**src/rtl/mdio_arbiter.sv**
```systemverilog
// mdio_arbiter: round-robin arbiter granting two requesters access to one MDIO controller
module mdio_arbiter #(
    parameter int unsigned TIMEOUT = 255
) (
    input  logic        clk,
    input  logic        reset,
    input  logic        req_0,
    input  logic [31:0] frame_0,
    input  logic        req_1,
    input  logic [31:0] frame_1,
    output logic        gnt_0,
    output logic        gnt_1,
    output logic        done_0,
    output logic        done_1,
    output logic        err,
    output logic [15:0] rdata,
    output logic [31:0] ctl_t_data,
    output logic        ctl_start,
    input  logic        ctl_done,
    input  logic [15:0] ctl_rd_data
);
    typedef enum logic [1:0] {IDLE, START, WAIT} state_t;
    state_t state, state_nx;
    logic owner, last_grant, pick, any_req, finish;
    logic [15:0] cnt;
    always_comb begin
        any_req = req_0 || req_1;
        pick = (req_0 && req_1) ? !last_grant : req_1;
        finish = state == WAIT && (ctl_done || cnt == 16'(TIMEOUT));
        state_nx = state == IDLE  ? (any_req ? START : IDLE) :
                   state == START ? WAIT :
                   finish         ? IDLE : WAIT;
    end
    always_ff @(posedge clk) begin
        if (reset) state <= IDLE;
        else state <= state_nx;
    end
    always_ff @(posedge clk) begin
        if (reset) begin
            owner <= 1'b0;
            last_grant <= 1'b1;
            cnt <= 16'd0;
            ctl_t_data <= 32'd0;
            rdata <= 16'd0;
            done_0 <= 1'b0;
            done_1 <= 1'b0;
            err <= 1'b0;
        end else begin
            done_0 <= finish && !owner;
            done_1 <= finish && owner;
            err <= finish && !ctl_done;
            cnt <= state == WAIT ? cnt + 16'd1 : 16'd0;
            if (state == IDLE && any_req) begin
                owner <= pick;
                last_grant <= pick;
                ctl_t_data <= pick ? frame_1 : frame_0;
            end
            // a completing read wins over a simultaneous timeout
            if (finish && ctl_done && ctl_t_data[29:28] == 2'b10) rdata <= ctl_rd_data;
        end
    end
    assign gnt_0 = state != IDLE && !owner;
    assign gnt_1 = state != IDLE && owner;
    assign ctl_start = state == START;
endmodule

```
**config.mk**
```make
export PLATFORM = sky130hd
export DESIGN_NAME = mdio_arbiter
export DESIGN_NICKNAME = d
export VERILOG_FILES = /design/src/rtl/mdio_arbiter.sv
export SDC_FILE = /design/constraint.sdc
export NUM_CORES = 1
export LEC_CHECK = 0
export CAP_MARGIN = 5
export CORE_MARGIN = 5
export CORE_UTILIZATION = 42
export CTS_BUF_LIST = sky130_fd_sc_hd__clkbuf_8
export CTS_CLUSTER_SIZE = 20
export DETAILED_ROUTE_END_ITERATION = 10
export GPL_TIMING_DRIVEN = 1
export MAX_ROUTING_LAYER = met4
export PLACE_DENSITY = 0.82
export SETUP_SLACK_MARGIN = 0.05
export SLEW_MARGIN = 20
export SYNTH_ARGS = -nofsm -noshare
export SYNTH_HDL_FRONTEND = slang
export SYNTH_SLANG_ARGS = --single-unit
```
**constraint.sdc**
```tcl
create_clock -name clk -period 2.1 [get_ports clk]
set_clock_uncertainty 0.1 [all_clocks]
set_input_delay 0.525 -clock clk [delete_from_list [all_inputs] [get_ports clk]]
set_output_delay 0.525 -clock clk [all_outputs]
set_load 0.01 [all_outputs]
```
After elaboration in Yosys (flattened, before gate mapping)
Cells that the tools add are included.
W data, S select, Z words.

word-level totals
  bits in latches = 0
  memories kept = 0
  output and inout bits = 54
  input port bits = 85
  ROM bits = 0
  memory bits (writable) = 0
  word-level logic and storage cells = 39
  register bits = 71

operators by class
  reductions and logical operators = 18
  eq/ne operators = 4
  multipliers = 0
  mux-type cells = 6
  add/subtract/negate cells = 1
  div/mod/pow operators = 0
  magnitude comparators = 0
  shift-type cells = 0
  bitwise gates (word level) = 1

operator list
  cell                     count
  $mux W32                 1
  $add A16 B1 Y16 const B  1
  $eq A16 B8 Y1 const B    1
  $logic_and A1 B1 Y1      10
  $mux W2                  3
  $eq A2 B2 Y1 const B     2
  $logic_not A1 Y1         3
  $eq A2 B1 Y1 const B     1
  $logic_not A2 Y1         1
  $logic_or A1 B1 Y1       2
  $mux W1                  2
  $reduce_bool A2 Y1       1
  $reduce_or A2 Y1         1
  $not A1 Y1               1

Logic depth before layout (Yosys ltp)
Gate-level depths: netlist (run 1).

  depth after elaboration = 6
  gate-level depth with buffers = 6
  gate-level depth less buffers = 5

Worst setup path before layout (run 1)
Ideal clock, no wire load.

  path kind = input to register
  start = input ctl_done
  end = register rdata[10]
  library setup time = 0.128 ns
  stages on the path = 5
  slack = 0.359 ns
  data required time = 1.872 ns
  buffers on the path = 1
  arrival time = 1.513 ns
  path through = nand2_1 -> nor3_2 -> buf_4 -> mux2i_1 -> nor2_1

on the way
  word-level cells in the longest chain between the ends = 4

ends and longest elaborated chain
  element                              line  RTL
  start: declaration                   19    input logic ctl_done,
  $logic_or A1 B1 Y1                   29    finish = state == WAIT && (ctl_done || cnt == 16'(TIMEOUT));
  $logic_and A1 B1 Y1                  29
  $logic_and A1 B1 Y1 * (2 in series)  59    if (finish && ctl_done && ctl_t_data[29:28] == 2'b10) rdata <= ctl_rd_data;
  end signal: assignment               59
  end: declaration                     16    output logic [15:0] rdata,

Mark *: on every way between the ends. The rest lies on a longest branch, timed or not.
A chain may end at the register's enable or synchronous reset.

Worst setup path after layout (run 1)
  start = register ctl_t_data[28]
  end = output ctl_t_data[28]

RTL lines
  element                   line  RTL
  start: declaration        17    output logic [31:0] ctl_t_data,
  start signal: assignment  56    ctl_t_data <= pick ? frame_1 : frame_0;

No word-level cell between the ends.

==> impl_results.md, run 1 <==
* Status: finished clean
* Register area at 0.00142 mm^2
* Via density at between 4 and 5
* Power Density at 663 mW/mm^2
* Critical Path Source Type: flop
* Final period util at approximately nine tenths
* Max IR drop VDD at around 0.41 mV
* Critical Path Fanout Max at 3
* Initial DRT Pass Iterations at 4
* Element type at the critical path end: primary output
* Worst path top cell family by delay: buffers and inverters
* CTS tree: done
* Slowest stage delay, CP at 0.57 ns
* Yosys top cell by area: dfxtp_1
* Yosys top cell area share at around 49%
* Clk Latency, worst-skew pair at roughly 0.33 ns
* Syn_nets at just under 400
* Net Switching at about 0.79 mW
* Worst r2r dst: cnt[15]$_SDFF_PP0_
* Post-CTS setup buffers at 0
* Num CTS Buffers at 9
* Gate Count Post-Synth at 307
* Final setup violation count at 0
* Core footprint at approximately 0.0068 mm^2
* Worst Hold Class: flop to flop
* Hold path endpoint: cnt[0]$_SDFF_PP0_
* CP arrival at between 1 and 1.5 ns
* Critical path buffer and inverter count at 1
* Slowest CP cell: clkdlybuf4s50_1
* Starting Density at a little over two fifths
* Total power at roughly 3.1 mW
* Total Nets Final at 530
* RSZ-0062 raised after global routing: false
* Critical Path RT at about 1.5 ns
* Hold slack final at between 0.3 and 0.4 ns
* Die X-Extent at roughly 94 um
* Synth warn at 0
* Sw frac at around 26%
* Layout area overhead at 57.4%
* First-pass GRT wire length at ~12 mm
* Largest net degree at the start of global routing at 54
* Clk sinks at 71
* Max-cap violations at 0
* Wire length per cell at about 14 um
* Worst R2R Setup Slack at 0.30 ns
* Global-route usage over all layers at ~18%
* Synth cell types at 35
* Vias at 2634
* H-tree Lvls at 3
* PortBufs at ~140
* Syn Std Cell Area at approximately 0.003 mm^2
* Post-synth ARST share at 0%
* Int Pwr at 2.27 mW
* Number of synthesized flops with an enable pin at 0
* Max Fclk at approximately 530 MHz
* GP Congestion at around 0.76
* GRT Residual Overflow at 0
* Resized cells post-CTS at 4
* Hold Vio Cnt, Final at 0
* HP Start: cnt[0]$_SDFF_PP0_
* Layout cell share with drive strength beyond 1 at approximately 8.0%
* DP Cell Count at 529
* Primary FF master, synth: dfxtp_1
* Fillers at 574
* Post-Layout Cell Count at between 500 and 600
* Gate power share at a little over a fifth
* Clock root buffer: clkbuf_8
* Worst Tran Pin Value at 0.545 ns
* Multi-input gate area at about 0.0014 mm^2
* Max-slew violations at 0
* Rows at 30
* Die area at just under 0.009 mm^2
* Crit path kind: flop to primary output
* Clock power frac at approximately 30%
* Lkg Pwr at about 1.6 nW
* Worst Setup SP: ctl_t_data[28]$_SDFFE_PP0P_
* Max-slew headroom at between 60% and 70%
* # IOs at around 140
* Sequential Power Share at approximately 49%
* Sequential share of the synthesized area at between 40% and 50%
* Clk buf depth at 2
* Vias in the first global route at 2615
* Initial antenna violation count at 0
* Worst-path cell chain: clkdlybuf4s50_1
* Setup TNS at 0 ns
* Clock transition at the registers of the reported paths at 0.07 ns
* Hold Path Depth at 1
* 1st-iter DRT viols at 63
* Most area-consuming cells after synthesis: dfxtp_1, mux2i_1, nor2_1
* Final HPWL DP at around 6 mm
* DR DRC count at 0
* Reg2reg start: cnt[2]$_SDFF_PP0_
* Post-Syn Area per Cell at between 9 and 10 um^2
* Worst r2r path cells at 4
* Final WL at between 7 and 8 mm
* # diodes at 0
* Die Y at 93.5 um
* Hold_buf cts at 0
* Tmin final at 1.90 ns
* Routed Antenna Nets at 0
* Register bit total from synthesis at slightly above 70
logic make-up after synthesis:
logic type | Yosys count | synth area share, %
simple gates | 109 | 17.3
flops | 71 | 48.5
mux | 48 | 16.4
compound gates | 45 | 10.8
buf+inv | 22 | 3.20
xor+xnor | 11 | 3.29
fa+ha+maj | 1 | 0.427
layout make-up:
class                   instances  share of cell area (%)
clock inverters                 5                   0.543
well taps                      96                    2.61
flip-flops and latches         71                    30.8
multi-input cells             214                    31.0
inverters                       2                   0.163
clock buffers                  10                    2.99
repair buffers                146                    31.9
sequential cells by signal (all words and copies together) (netlist names):
signal	flops
ctl_t_data	32
done_1	1
owner	1
cnt	16
rdata	16
state	2
last_grant	1
done_0	1
err	1
stage by stage:
stage | setup WS (ns) | util, % | cell area (um^2)
3_3_place_gp | 0.0760 | 65.5 | 4450
5_1_grt | 0.140 | 67.9 | 4610
6_report | 0.205 | 67.9 | 4610
4_1_cts | 0.166 | 67.9 | 4610
2_1_floorplan | 0.359 | - | 2930
3_5_place_dp | 0.0269 | 65.5 | 4450
power by group through the flow:
stage,sequential [mW],clock [mW],combinational (mW)
2_1_floorplan,1.54,0,0.242
3_3_place_gp,1.51,0,0.664
3_5_place_dp,1.51,0,0.675
4_1_cts,1.48,0.944,0.675
5_1_grt,1.49,1.00,0.721
6_report,1.48,0.910,0.664
worst register-to-register path, cell delays in order (launching register included):
cell	delay, ns
dfxtp_1	0.44
nand3_2	0.16
or3_4	0.43
or4_1	0.47
a21oi_1	0.14
synth_stat cells, types with 2 or more instances:
master,count
dfxtp_1,71
clkbuf_1,12
nand4_1,2
a211oi_1,32
nor2b_1,2
nor2_1,67
nor3_1,5
xnor2_1,8
inv_1,2
nand3_1,5
o21ai_0,3
nand2_1,10
buf_2,6
or3_2,2
a21oi_1,6
xor2_1,3
or2_2,2
mux2i_1,48
nor4_1,5
how the worst max path moves through the flow:
stage	depth (start not counted)	endpoint	slack, ns
floorplan	5	rdata[10]$_SDFFE_PP0P_	0.36
global placement	5	ctl_t_data[16]$_SDFFE_PP0P_	0.08
detailed placement	5	ctl_t_data[25]$_SDFFE_PP0P_	0.03
CTS	1	ctl_t_data[28]	0.17
global route	1	ctl_t_data[29]	0.14
finish	1	ctl_t_data[28]	0.20
placed cells by master (no fill, tap or decap), types with 5 or more instances in the layout:
master             n
clkdlybuf4s50_1  134
dfxtp_1           71
nor2_1            66
mux2i_1           48
a211oi_1          32
nand2_1           10
clkbuf_8          10
xnor2_1            8
a21oi_1            6
nor4_1             5
nor3_1             5
nand3_1            5
clkinv_2           5
buf_4              5
metal layers:
layer	global-route usage (%)	wire length [um]
met5	-	0
met4	6.23	85
met3	9.01	852
met2	29.1	3550
met1	18.2	2970
No activity file was read; power rests on OpenSTA's default activity.
==> run 2: changes to the inputs <==
--- a/config.mk
+++ b/config.mk
@@ -15,6 +15,7 @@
 export MAX_ROUTING_LAYER = met4
 export PLACE_DENSITY = 0.82
 export SETUP_SLACK_MARGIN = 0.05
+export SKIP_LAST_GASP = 1
 export SLEW_MARGIN = 20
 export SYNTH_ARGS = -nofsm -noshare
 export SYNTH_HDL_FRONTEND = slang
==> impl_results.md, run 2 (synthesis results as in run 1) <==
* Status: finished clean
* Worst-path cell chain: clkdlybuf4s50_1
* Hold slack final at 0.371 ns
* PortBufs at ~140
* Die area at roughly 0.0087 mm^2
* Tmin final at 1.90 ns
* Worst setup margin at slightly above 0.2 ns
* Post-CTS setup buffers at 0
* Int Pwr at between 2 and 2.5 mW
* Sw frac at between 20% and 30%
* H-tree Lvls at 3
* Rows at 30
* Clk buf depth at 2
* Critical Path Fanout Max at 3
* Max-slew headroom at a little under two thirds
* Biggest regs: ctl_t_data x32, cnt x16, rdata x16
* Met1 Track Usage GR at between 10% and 20%
* Lkg Pwr at 1.66 nW
* Vias at approximately 2600
* M2 GR Usage at slightly below 30%
* Num CTS Buffers at 9
* Worst Tran Pin Value at roughly 0.54 ns
* Routed Antenna Nets at 0
* Hold_buf cts at 0
* Layout cell share with drive strength beyond 1 at under 10%
* CP arrival at between 1 and 1.5 ns
* Die X-Extent at ~94 um
* Final Cell Area at roughly 0.0046 mm^2
* Biggest register: ctl_t_data
* Setup TNS at 0 ns
* 1st-iter DRT viols at 63
* Layout area overhead at 57.5%
* Critical Path RT at 1.47 ns
* Multi-input gate area at roughly 0.0014 mm^2
* RSZ-0062 raised after global routing: false
* Max reg flops at 32
* Power Density at approximately 660 mW/mm^2
* First-pass GRT wire length at between 10 and 15 mm
* Slowest stage delay, CP at between 0.5 and 0.6 ns
* Clock transition at the registers of the reported paths at 0.07 ns
* Initial DRT Pass Iterations at 5
* Clock root buffer: clkbuf_8
* GP Congestion at ~0.76
* Starting Density at between 40% and 50%
* Net Switching at 0.785 mW
* Critical Path Source Type: flop
* Slowest CP cell: clkdlybuf4s50_1
* Busiest metal layer after global routing: met2
* Global-route usage over all layers at ~18%
* Die Y at slightly above 90 um
* Setup slack at placement at about 0.027 ns
* Clock power frac at slightly below 30%
* Fillers at 574
* Critical path buffer and inverter count at 1
* Clk Latency, worst-skew pair at ~0.33 ns
* Max IR drop VDD at slightly above 0.4 mV
* CTS tree: done
* Hold Vio Cnt, Final at 0
* # IOs at around 140
* Crit path kind: flop to primary output
* Commonest non-fill, non-tap cell in the layout: clkdlybuf4s50_1
* Sequential Power Share at approximately half
* Register area at between 0.001 and 0.0015 mm^2
* Max-cap violations at 0
* Placed cell area at 0.00445 mm^2
* Commonest cells after routing, fill and taps aside: clkdlybuf4s50_1, dfxtp_1, nor2_1
* Max Fclk at 528 MHz
* Initial antenna violation count at 0
* Final setup violation count at 0
* Via density at just under 5
* Met3 usage at roughly 9.0%
* GRT Residual Overflow at 0
* # diodes at 0
* Max-slew violations at 0
* Clk sinks at 71
* Worst path top cell family by delay: buffers and inverters
* Wire length per cell at between 10 and 15 um
* Total Nets Final at 530
* Gate power share at a little over a fifth
* Element type at the critical path end: primary output
* Final WL at roughly 7.5 mm
* Total power at between 3 and 4 mW
* DR DRC count at 0
* Final HPWL DP at around 5.8 mm
* Worst Hold Class: flop to flop
* Largest net degree at the start of global routing at 54
* Core footprint at 0.00679 mm^2
* Final period util at between 90% and 100%
* Vias in the first global route at ~2600
[run 2: cell types whose count changed in the layout (fill, tap and decap cells not counted)]
| cell | before | now |
|---|---|---|
| dlygate4sd2_1 | 3 | 2 |
| dlymetal6s2s_1 | 0 | 1 |
[run 2: timing repair]
item	in CTS	in global routing
endpoints found under the setup margin	3	1
cloned	0	0
resized for setup	3	1
[run 2: final cells by class]
class | instances | area share [%]
clock inverters | 5 | 0.542
flip-flops and latches | 71 | 30.8
repair buffers | 146 | 31.9
inverters | 2 | 0.163
clock buffers | 10 | 2.98
multi-input cells | 214 | 31.0
well taps | 96 | 2.60
[run 2: power groups by stage]
stage | clock network, mW | registers (mW) | logic, mW
final | 0.909 | 1.48 | 0.664
after global routing | 1.00 | 1.49 | 0.722
after CTS | 0.944 | 1.48 | 0.676
after detailed placement | 0 | 1.51 | 0.675
after global placement | 0 | 1.51 | 0.664
after floorplan | 0 | 1.54 | 0.242
[run 2: routing by layer]
metal  vias to the layer above  part of all wire, %
met4                         0                  1.1
li1                       1346                    -
met1                      1187                   40
met5                         -                    0
met2                        93                   48
met3                         8                   11
[run 2: stage by stage]
stage,std cells,util [%]
3_3_place_gp,529,65.5
6_report,544,67.9
2_1_floorplan,307,-
4_1_cts,544,67.9
3_5_place_dp,529,65.5
5_1_grt,544,67.9
[run 2: path summary, 6_finish.rpt]
check / slack, ns / startpoint / cells after the start / end
worst max-delay path: 0.20 / ctl_t_data[28]$_SDFFE_PP0P_ / 1 / ctl_t_data[28]
worst min-delay path: 0.37 / cnt[0]$_SDFF_PP0_ / 1 / cnt[0]$_SDFF_PP0_
worst max register to register: 0.29 / cnt[2]$_SDFF_PP0_ / 4 / cnt[15]$_SDFF_PP0_
worst min register to register: 0.37 / cnt[0]$_SDFF_PP0_ / 1 / cnt[0]$_SDFF_PP0_
==> run 3: changes to the inputs <==
--- a/config.mk
+++ b/config.mk
@@ -7,13 +7,13 @@
 export LEC_CHECK = 0
 export CAP_MARGIN = 5
 export CORE_MARGIN = 5
-export CORE_UTILIZATION = 42
+export CORE_UTILIZATION = 40
 export CTS_BUF_LIST = sky130_fd_sc_hd__clkbuf_8
 export CTS_CLUSTER_SIZE = 20
 export DETAILED_ROUTE_END_ITERATION = 10
 export GPL_TIMING_DRIVEN = 1
 export MAX_ROUTING_LAYER = met4
-export PLACE_DENSITY = 0.82
+export PLACE_DENSITY = 0.79
 export SETUP_SLACK_MARGIN = 0.05
 export SKIP_LAST_GASP = 1
 export SLEW_MARGIN = 20
==> constraint.sdc (replaced) <==
create_clock -name clk -period 2.1 [get_ports clk]
set_clock_uncertainty 0.1 [all_clocks]
set_input_delay 0.525 -clock clk [delete_from_list [all_inputs] [get_ports clk]]
set_output_delay 0.525 -clock clk [all_outputs]
set_load 0.1 [all_outputs]
==> impl_results.md, run 3 (synthesis results as in run 1) <==
* RSZ-0062 raised after global routing: false
* Final WL at between 7 and 8 mm
* Biggest regs: ctl_t_data x32, cnt x16, rdata x16
* Tmin final at 1.86 ns
* Power Density at about 740 mW/mm^2
* H-tree Lvls at 3
* First-pass GRT wire length at roughly 13 mm
* Clk sinks at between 70 and 80
* Final setup violation count at 0
* Layout cell share with drive strength beyond 1 at 20.0%
* Die X-Extent at 95.6 um
* Lkg Pwr at 1.91 nW
* Max IR drop VDD at between 0.3 and 0.4 mV
* Initial antenna violation count at 0
* CTS tree: done
* Hold_buf cts at 0
* Clock root buffer: clkbuf_8
* Commonest non-fill, non-tap cell in the layout: clkdlybuf4s50_1
* Clock transition at the registers of the reported paths at around 0.07 ns
* Vias in the first global route at approximately 2800
* Critical Path Fanout Max at 4
* Resized cells post-CTS at 0
* # diodes at 0
* Vias at approximately 2700
* CP arrival at approximately 1.2 ns
* # IOs at approximately 140
* Starting Density at approximately 40%
* Rows at 31
* Final Core Density at a little under three quarters
* Largest net degree at the start of global routing at 52
* Clk buf depth at 2
* Crit path kind: flop to primary output
* Biggest register: ctl_t_data
* Total power at ~3.8 mW
* Setup TNS at 0 ns
* Clk Latency, worst-skew pair at between 0.3 and 0.4 ns
* Die area at ~0.0091 mm^2
* Total Nets Final at 530
* Max-slew headroom at 72.1%
* Initial DRT Pass Iterations at 4
* Core footprint at about 0.0072 mm^2
* DR DRC count at 0
* Routed Antenna Nets at 0
* Post-CTS setup buffers at 0
* Worst Hold Class: flop to flop
* Num CTS Buffers at 9
* Max Fclk at roughly 540 MHz
* 1st-iter DRT viols at 60
* Critical Path RT at 1.47 ns
* Element type at the critical path end: primary output
* Worst Tran Pin Value at roughly 0.41 ns
* Commonest cells after routing, fill and taps aside: clkdlybuf4s50_1, dfxtp_1, nor2_1
* Global-route usage over all layers at 18.2%
* Critical Path Source Type: flop
* Die Y at between 90 and 100 um
* Max-cap violations at 0
* Final period util at roughly 89%
* Status: finished clean
* Via density at 4.91
* PortBufs at approximately 140
* Final HPWL DP at 6.34 mm
* Layout area overhead at 75.4%
* Fillers at about 540
* GRT Residual Overflow at 0
* Hold Vio Cnt, Final at 0
* Wire length per cell at approximately 15 um
* GP Congestion at between 0.7 and 0.8
* Max-slew violations at 0
* Max reg flops at 32
## run 3: changes by cell type in the layout (fill, tap and decap cells not counted), sizes merged, moves of 2 or more
cell | previous run | this run
buf | 9 | 63
dlygate4sd2 | 2 | 0
clkinv | 5 | 3
clkdlybuf4s50 | 134 | 83
inv | 2 | 5
## run 3: worst paths after layout
kind	start	end	slack (ns)	depth (start not counted)
setup / recovery	state[0]$_SDFF_PP0_	gnt_1	0.24	3
hold / removal	cnt[15]$_SDFF_PP0_	cnt[15]$_SDFF_PP0_	0.40	2
setup reg to reg	cnt[2]$_SDFF_PP0_	cnt[15]$_SDFF_PP0_	0.27	4
hold reg to reg	cnt[15]$_SDFF_PP0_	cnt[15]$_SDFF_PP0_	0.40	2
## run 3: critical path, stage by stage, from the launching register on
cell	delay [ns]
dfxtp_1	0.33
nor2_1	0.29
nor2b_2	0.10
buf_12	0.18
## run 3: area by class of cell
type	count	area, um^2	area share (%)
inverter	2	7.51	0.146
tap	99	124	2.41
clock inverter	7	33.8	0.657
multi-input combinational	214	1440	28.0
clock buffer	9	124	2.41
timing repair buffer	146	1990	38.7
sequential	71	1420	27.7
## run 3: power by group
part	total [mW]	leakage, nW	internal (mW)	switching, mW
Combinational	1.42	1.23	0.571	0.845
Sequential	1.53	0.582	1.43	0.0945
Clock	0.880	0.0926	0.410	0.470
Total	3.82	1.91	2.41	1.41
## run 3: metal layers
metal | up-vias | GRT usage [%] | share of wire, %
met5 | - | - | 0
met4 | 0 | 6.75 | 1.3
met3 | 9 | 7.10 | 9.7
met2 | 95 | 30.9 | 50
met1 | 1226 | 19.2 | 39
li1 | 1360 | - | -
## run 3: through the flow
| step | cells | instance area [um^2] | setup WS [ns] | hold WS (ns) |
|---|---|---|---|---|
| 4_1_cts | 548 | 5140 | 0.206 | 0.391 |
| 5_1_grt | 548 | 5140 | 0.111 | 0.446 |
| 6_report | 548 | 5140 | 0.239 | 0.395 |
| 2_1_floorplan | 307 | 2940 | -0.218 | 0.330 |
| 3_5_place_dp | 532 | 4980 | 0.0515 | 0.381 |
| 3_3_place_gp | 532 | 4980 | 0.0768 | 0.346 |
